**config.mk**
```make
export PLATFORM = sky130hd
export DESIGN_NAME = hazard_ctrl_unit
export DESIGN_NICKNAME = d
export VERILOG_FILES = /design/src/rtl/hazard_ctrl_unit.sv
export SDC_FILE = /design/constraint.sdc
export NUM_CORES = 1
export LEC_CHECK = 0
export CAP_MARGIN = 20
export CORE_UTILIZATION = 40
export DETAILED_ROUTE_END_ITERATION = 8
export PLACE_DENSITY_LB_ADDON = 0.2
export SYNTH_ARGS = -nofsm -noshare
export SYNTH_HDL_FRONTEND = slang
export SYNTH_SLANG_ARGS = --single-unit
```
**constraint.sdc**
```tcl
create_clock -name CLK -period 2 [get_ports CLK]
set_input_delay 0.2 -clock CLK [delete_from_list [all_inputs] [get_ports CLK]]
set_output_delay 0.2 -clock CLK [all_outputs]
set_load 0.05 [all_outputs]
```
**src/rtl/hazard_ctrl_unit.sv**
```systemverilog
// Hazard controller for the 5-stage pipeline: latch enables/flushes,
// EX forwarding selects, load-use sequencer, dcache watchdog, perf counters.
module hazard_ctrl_unit #(
  parameter int REG_W     = 5,
  parameter int FWD_EN    = 1,
  parameter int LU_CYCLES = 1,
  parameter int TIMEOUT   = 255,
  parameter int CNT_W     = 16
) (
  input  logic             CLK,
  input  logic             nRST,
  input  logic             ihit,
  input  logic             dhit,
  input  logic             mem_dREN,
  input  logic             mem_dWEN,
  input  logic [REG_W-1:0] id_rs,
  input  logic [REG_W-1:0] id_rt,
  input  logic             id_uses_rt,
  input  logic [REG_W-1:0] ex_rs,
  input  logic [REG_W-1:0] ex_rt,
  input  logic [REG_W-1:0] ex_rw,
  input  logic             ex_wen,
  input  logic             ex_memread,
  input  logic [REG_W-1:0] mem_rw,
  input  logic             mem_wen,
  input  logic [REG_W-1:0] wb_rw,
  input  logic             wb_wen,
  input  logic             ex_redirect,
  output logic             pc_en,
  output logic             ifid_en,
  output logic             idex_en,
  output logic             exmem_en,
  output logic             memwb_en,
  output logic             ifid_flush,
  output logic             idex_flush,
  output logic [1:0]       fwd_a,
  output logic [1:0]       fwd_b,
  output logic             mem_timeout,
  output logic [CNT_W-1:0] stall_cycles,
  output logic [CNT_W-1:0] flush_events
);

  localparam int FW = (TIMEOUT < 1) ? 1 : $clog2(TIMEOUT + 1);
  localparam logic [FW-1:0] TO = FW'(TIMEOUT);
  localparam logic [2:0] LU_INIT = 3'(LU_CYCLES - 1);

  typedef enum logic {RUN, STALL} state_e;

  state_e           state_q, state_d;
  logic [2:0]       lu_cnt_q, lu_cnt_d;
  logic [FW-1:0]    frz_cnt_q, frz_cnt_d;
  logic             timeout_q, timeout_d;
  logic [CNT_W-1:0] stall_q, stall_d;
  logic [CNT_W-1:0] flush_q, flush_d;

  logic freeze;
  logic ex_match;
  logic mem_match;
  logic raw;
  logic stall;

  function automatic logic hit(input logic [REG_W-1:0] a,
                               input logic [REG_W-1:0] b);
    return (a == b) && (a != '0);
  endfunction

  assign freeze = (mem_dREN | mem_dWEN) & ~dhit;

  assign ex_match = ex_wen &
    (hit(ex_rw, id_rs) | (id_uses_rt & hit(ex_rw, id_rt)));
  assign mem_match = mem_wen &
    (hit(mem_rw, id_rs) | (id_uses_rt & hit(mem_rw, id_rt)));

  assign raw = (FWD_EN != 0) ? (ex_memread & ex_match)
                             : (ex_match | mem_match);

  assign stall = (state_q == STALL) | raw;

  always_comb begin
    fwd_a = 2'b00;
    fwd_b = 2'b00;
    if (FWD_EN != 0) begin
      if (mem_wen && hit(mem_rw, ex_rs))     fwd_a = 2'b10;
      else if (wb_wen && hit(wb_rw, ex_rs))  fwd_a = 2'b01;
      if (mem_wen && hit(mem_rw, ex_rt))     fwd_b = 2'b10;
      else if (wb_wen && hit(wb_rw, ex_rt))  fwd_b = 2'b01;
    end
  end

  always_comb begin
    pc_en      = 1'b1;
    ifid_en    = 1'b1;
    idex_en    = 1'b1;
    exmem_en   = 1'b1;
    memwb_en   = 1'b1;
    ifid_flush = 1'b0;
    idex_flush = 1'b0;
    state_d    = state_q;
    lu_cnt_d   = lu_cnt_q;
    if (freeze) begin
      pc_en    = 1'b0;
      ifid_en  = 1'b0;
      idex_en  = 1'b0;
      exmem_en = 1'b0;
      memwb_en = 1'b0;
    end else if (ex_redirect) begin
      ifid_flush = 1'b1;
      idex_flush = 1'b1;
      state_d    = RUN;
      lu_cnt_d   = 3'd0;
    end else if (stall) begin
      pc_en      = 1'b0;
      ifid_en    = 1'b0;
      idex_flush = 1'b1;
      if (state_q == RUN) begin
        // this cycle is bubble 1; the rest come from STALL
        if (LU_CYCLES > 1) begin
          state_d  = STALL;
          lu_cnt_d = LU_INIT;
        end
      end else if (lu_cnt_q <= 3'd1) begin
        state_d  = RUN;
        lu_cnt_d = 3'd0;
      end else begin
        lu_cnt_d = lu_cnt_q - 3'd1;
      end
    end else if (!ihit) begin
      pc_en      = 1'b0;
      ifid_flush = 1'b1;
    end
  end

  always_comb begin
    frz_cnt_d = '0;
    if (freeze) begin
      frz_cnt_d = (frz_cnt_q >= TO) ? frz_cnt_q : frz_cnt_q + 1'b1;
    end
    timeout_d = timeout_q | (frz_cnt_d >= TO);
    stall_d   = stall_q;
    flush_d   = flush_q;
    if (!freeze && !pc_en && (stall_q != '1)) stall_d = stall_q + 1'b1;
    if (!freeze && ex_redirect && (flush_q != '1)) flush_d = flush_q + 1'b1;
  end

  always_ff @(posedge CLK or negedge nRST) begin
    if (!nRST) begin
      state_q   <= RUN;
      lu_cnt_q  <= 3'd0;
      frz_cnt_q <= '0;
      timeout_q <= 1'b0;
      stall_q   <= '0;
      flush_q   <= '0;
    end else begin
      state_q   <= state_d;
      lu_cnt_q  <= lu_cnt_d;
      frz_cnt_q <= frz_cnt_d;
      timeout_q <= timeout_d;
      stall_q   <= stall_d;
      flush_q   <= flush_d;
    end
  end

  assign mem_timeout  = timeout_q;
  assign stall_cycles = stall_q;
  assign flush_events = flush_q;

endmodule

```
* Yosys cells after proc, flatten, opt, wreduce, memory -nomap -nowiden *
Cells that the tools add are included.
Widths: inputs -> output; s select.

word-level totals
  register bits after elaboration = 45
  input bits = 47
  output and inout port bits = 44

cells by class
  add/subtract/negate cells = 4
  magnitude comparators = 3
  equality and inequality tests = 8
  multiplexer cells = 29
  bitwise operators = 10
  reductions and logical operators = 23

operators with widths
  kind                   number
  $add 16x1->16 const B  2
  $ne 16x16->1 const B   2
  $eq 5x5->1             6
  $mux 1                 21
  $ge 8x8->1 const B     2
  $mux 8                 2
  $reduce_bool 5->1      3
  $logic_and 1x1->1      14
  $mux 3                 4
  $add 8x1->8 const B    1
  $and 1x1->1            4
  $mux 2                 2
  $or 1x1->1             4
  $reduce_bool 2->1      2
  $le 3x1->1 const B     1
  $reduce_and 3->1       1
  $sub 3x1->3 const B    1
  $logic_not 1->1        2
  $not 1->1              2
  $reduce_and 2->1       1

* Logic depth before layout (Yosys ltp) *
  word-level depth = 13
  gate-level depth with buffers = 7
  gate-level depth less buffers = 7

* Worst setup path after synthesis *
No wires, ideal clock.

  path type = input-to-output
  start point = input port mem_rw[1]
  end point = output port fwd_a[0]
  arrival time = 2,777 ps
  path slack = -977 ps
  stages = 4
  path buffers = 0
  cell sequence = or4_1 o21ai_0 nor4_1 nor4_1

on the way
  cells in the longest elaborated chain, start to end = 4
  elaborated cells between the ends (all ways) = 5
  classes of those cells = 1 x eq/ne; 1 x mux; 3 x reduce/logical

RTL lines
  what                                             line  source
  start, declared                                  24    input logic [REG_W-1:0] mem_rw,
  $eq 5x5->1 or $reduce_bool 5->1 (tied branches)  64    return (a == b) && (a != '0);
  $logic_and 1x1->1 *                              64
  $logic_and 1x1->1 *                              83    if (mem_wen && hit(mem_rw, ex_rs)) fwd_a = 2'b10;
  $mux 2 *                                         83
  end, declared                                    36    output logic [1:0] fwd_a,

Mark *: on every way between the ends. The rest lies on a longest branch, timed or not.

* Worst setup path after layout *
  start point = input port id_rt[2]
  end point = output port pc_en

on the way
  cells in the longest elaborated chain, start to end = 10

RTL lines
  what               line  source
  start, declared    17    input logic [REG_W-1:0] id_rt,
  $eq 5x5->1         64
  $logic_and 1x1->1  64
  $and 1x1->1        70    (hit(ex_rw, id_rs) | (id_uses_rt & hit(ex_rw, id_rt)));
  $or 1x1->1         70
  $and 1x1->1        69    assign ex_match = ex_wen &
  $and 1x1->1        74    assign raw = (FWD_EN != 0) ? (ex_memread & ex_match)
  $or 1x1->1         77    assign stall = (state_q == STALL) | raw;
  $mux 1             111   end else if (stall) begin
  $mux 1             106   end else if (ex_redirect) begin
  $mux 1             100   if (freeze) begin
  end, declared      29    output logic pc_en,

No other way between the ends.

==> results.py <==
metrics = {
    "run_status": {
        "status": "finished with violations",
        "violations": "design-rule violations",
    },
    "synth": {
        "synth_ff_type": "dfrtp_1",
        "syn_inst": 276,
        "synth_edf_count": 0,
        "ys_top_cells_by_area": "dfrtp_1, xor2_1, xnor2_1",
        "synth_seq_cells": 45,
        "synth.distinct_cells": 41,
        "syn_nets": 328,
        "avgSynthCellArea_sq_um": 9.74,
        "synth.largest_area_cell": "dfrtp_1",
        "synth_area_sq_mm": 0.00269,
        "ys_warn_count": 0,
        "netlist.area_leader.share_pct": 41.9,
        "yosys-top-cells-count": "dfrtp_1, xor2_1, nor2_1",
        "ys_async_sr_fraction_pct": 100,
        "ys_seq_area_share_pct": 41.9,
    },
    "power": {
        "power.leakage_nw": 1.91,
        "power_frac_seq_pct": 40.4,
        "p_clk_share_pct": 17.3,
        "p_per_area_mw_per_mm2": 723,
        "combPwrFrac_pct": 42.3,
        "p_sw_mw": 1.24,
        "vdd_drop_max_mv": 0.891,
        "swShare_pct": 40.6,
        "finalPower_mw": 3.06,
        "p_int_mw": 1.82,
    },
    "layout": {
        "drive_gt1_share_pct": 26.5,
        "syn_to_final_growth_pct": 57.6,
        "finish.net_count": 459,
        "diodes": 0,
        "layout.cells.non_filler": 485,
        "nFillCells": 545,
    },
    "critical_path": {
        "cpMostUsedCell": "nor2_4",
        "end_kind": "primary output",
        "crit_chain": "dlygate4sd2_1 -> xor2_1 -> nor4_2 -> a32oi_1 -> buf_4 -> o211a_4 -> nor2_4 -> nor2_4 -> buf_12",
        "r2r_end": "stall_cycles[4]",
        "cp-start-kind": "primary input",
        "crit_family": "buffers and inverters",
        "slowest_delay_ns": 0.28,
        "arrival_ns": 1.76,
        "crit_type": "in -> out",
        "reg2reg_setup_slack_ns": 0.20,
        "worstPathRequired_ns": 1.80,
        "crit_slowest_cell": "nor4_2",
        "rr_worst_depth": 7,
        "r2r_start": "stall_cycles[0]",
        "worstPathMaxFanout": 2,
        "crit_buf_inv": 3,
    },
    "floorplanning": {
        "dieArea_sq_mm": 0.00705,
        "dieWidth_um": 84.0,
        "io_pins": 91,
        "row_count": 29,
        "initial_core_util_pct": 41.9,
        "die_h_um": 84.0,
        "core_area_sq_mm": 0.00642,
    },
    "clocking": {
        "clock_latency_ns": 0.29,
        "cts_inserted_buffers": 5,
        "cts-root-buf": "clkbuf_8",
        "cts.sinks": 45,
        "cts_tree": "done",
        "clockBufferDepth": 2,
        "htreeDepth": 2,
        "clkTransAtPathRegs_ns": 0.08,
    },
    "global_route": {
        "busiest_layer": "met2",
        "grt.met3_usage_pct": 4.45,
        "first_global_vias": 2500,
        "antenna_found_initial": 0,
        "grt_pass1_wl_um": 11500,
        "grtUsageTotal_pct": 20.3,
        "use_met1_pct": 24.2,
        "grt_use_met2_pct": 36.7,
        "grt-ovfl-total": 0,
        "grt_max_degree": 25,
    },
    "sta": {
        "period_needed_ns": 1.96,
        "max_freq_ghz": 0.511,
        "slew_viol_final": 0,
        "hold_viol": 0,
        "max_slew_margin_pct": 64.9,
        "hold_ws_ns": 0.409,
        "setup_viol": 0,
        "fin_skew_ns": 0.00602,
        "worstMarginPinSlew_ns": 0.524,
        "rsz0062_at_grt": "true",
        "period_share_pct": 97.9,
    },
    "placed_design": {
        "dpl.cell_count": 473,
        "gp_congestion": 0.804,
        "port_buffers": 90,
        "dp_hpwl_um": 5310,
    },
    "drt": {
        "vias": 2475,
        "drtAntennaViolNets": 0,
        "routed_wl_um": 6890,
        "initialDrtViolationCount": 78,
        "firstDrtPassIters": 6,
        "wl_per_cell_um": 14.2,
        "viasPerCell": 5.10,
        "drc": 9,
    },
    "job": {
        "drv_cap": 0,
    },
    "hold_path": {
        "hold_class": "in -> async",
    },
}
[logic make-up (layout without fill, tap and decap cells)]
kind of cell | after synthesis | count (layout) | synth area share [%]
flops | 45 | 45 | 41.9
fa+ha+maj | 5 | 5 | 2.33
buf+inv | 13 | 145 | 2.37
mux | 4 | 4 | 1.58
simple gates | 118 | 118 | 23.7
xor+xnor | 63 | 63 | 20.5
compound gates | 28 | 28 | 7.63
[cell type report]
| cell class | instances | area, sq um | area share [%] |
|---|---|---|---|
| sequential | 45 | 1140 | 27.0 |
| timing repair buffer | 130 | 1250 | 29.5 |
| inverter | 7 | 26.3 | 0.620 |
| multi-input combinational | 218 | 1640 | 38.6 |
| clock inverter | 2 | 10.0 | 0.236 |
| tap | 77 | 96.3 | 2.27 |
| clock buffer | 6 | 72.6 | 1.71 |
[cell usage in the layout, fill, tap and decap left out, drive strengths merged, types with 4 or more instances in the layout]
| cell type | netlist | layout |
|---|---|---|
| inv | 7 | 7 |
| nor3 | 12 | 12 |
| nand3 | 18 | 18 |
| o21ai | 11 | 11 |
| dlygate4sd2 | 0 | 7 |
| nor4 | 14 | 14 |
| dfrtp | 45 | 45 |
| buf | 3 | 55 |
| xor2 | 45 | 45 |
| nand4 | 4 | 4 |
| dlymetal6s2s | 0 | 11 |
| a21oi | 4 | 4 |
| clkdlybuf4s50 | 0 | 51 |
| nor2 | 30 | 30 |
| or4 | 6 | 6 |
| xnor2 | 18 | 18 |
| ha | 5 | 5 |
| clkbuf | 3 | 8 |
| nand2 | 21 | 21 |
[sequential cells by signal, indices dropped and copies added (netlist names)]
| signal | count |
|---|---|
| state_q | 1 |
| stall_cycles | 16 |
| frz_cnt_q | 8 |
| mem_timeout | 1 |
| lu_cnt_q | 3 |
| flush_events | 16 |
[worst max-delay path by stage]
stage / start / endpoint / cells after the start
detailed placement: ex_rw[3] / stall_cycles[10] / 8
global placement: ex_rw[3] / stall_cycles[10] / 8
CTS: mem_rw[1] / fwd_a[0] / 8
global route: ex_rw[4] / ifid_flush / 7
finish: id_rt[2] / pc_en / 9
floorplan: stall_cycles[0] / stall_cycles[1] / 6
[power groups by stage]
| stage | clock network (mW) | logic (mW) | registers, mW |
|---|---|---|---|
| after floorplan | 0 | 0.342 | 1.65 |
| after global placement | 0 | 1.28 | 1.25 |
| after CTS | 0.555 | 1.30 | 1.24 |
| after global routing | 0.586 | 1.38 | 1.26 |
| after detailed placement | 0 | 1.29 | 1.25 |
| final | 0.529 | 1.29 | 1.24 |
[metrics by stage]
step	setup TNS [ns]	setup slack [ns]	utilization (%)	instance area (sq um)
after floorplan	-0.0289	-0.0289	-	2770
after global placement	-4.44	-0.260	62.9	4040
after detailed placement	-5.97	-0.352	62.9	4040
after CTS	0	0.000240	65.1	4180
after global routing	-0.00831	-0.00831	66.0	4240
final	0	0.0413	66.0	4240
[timing repair]
action | 4_1_cts | 5_1_grt
endpoints found under the hold margin | 21 | 0
buffers inserted | 4 | 0
setup endpoints to repair | 17 | 20
pin swaps | 15 | 18
gates cloned | 0 | 0
resized for setup | 40 | 30
hold buffers | 1 | 0
[metal layers]
metal	part of all wire (%)	up-vias
li1	-	1228
met1	42	1181
met2	52	57
met3	4.6	9
met4	1.2	0
met5	0	-
No activity file was read; power rests on OpenSTA's default activity.
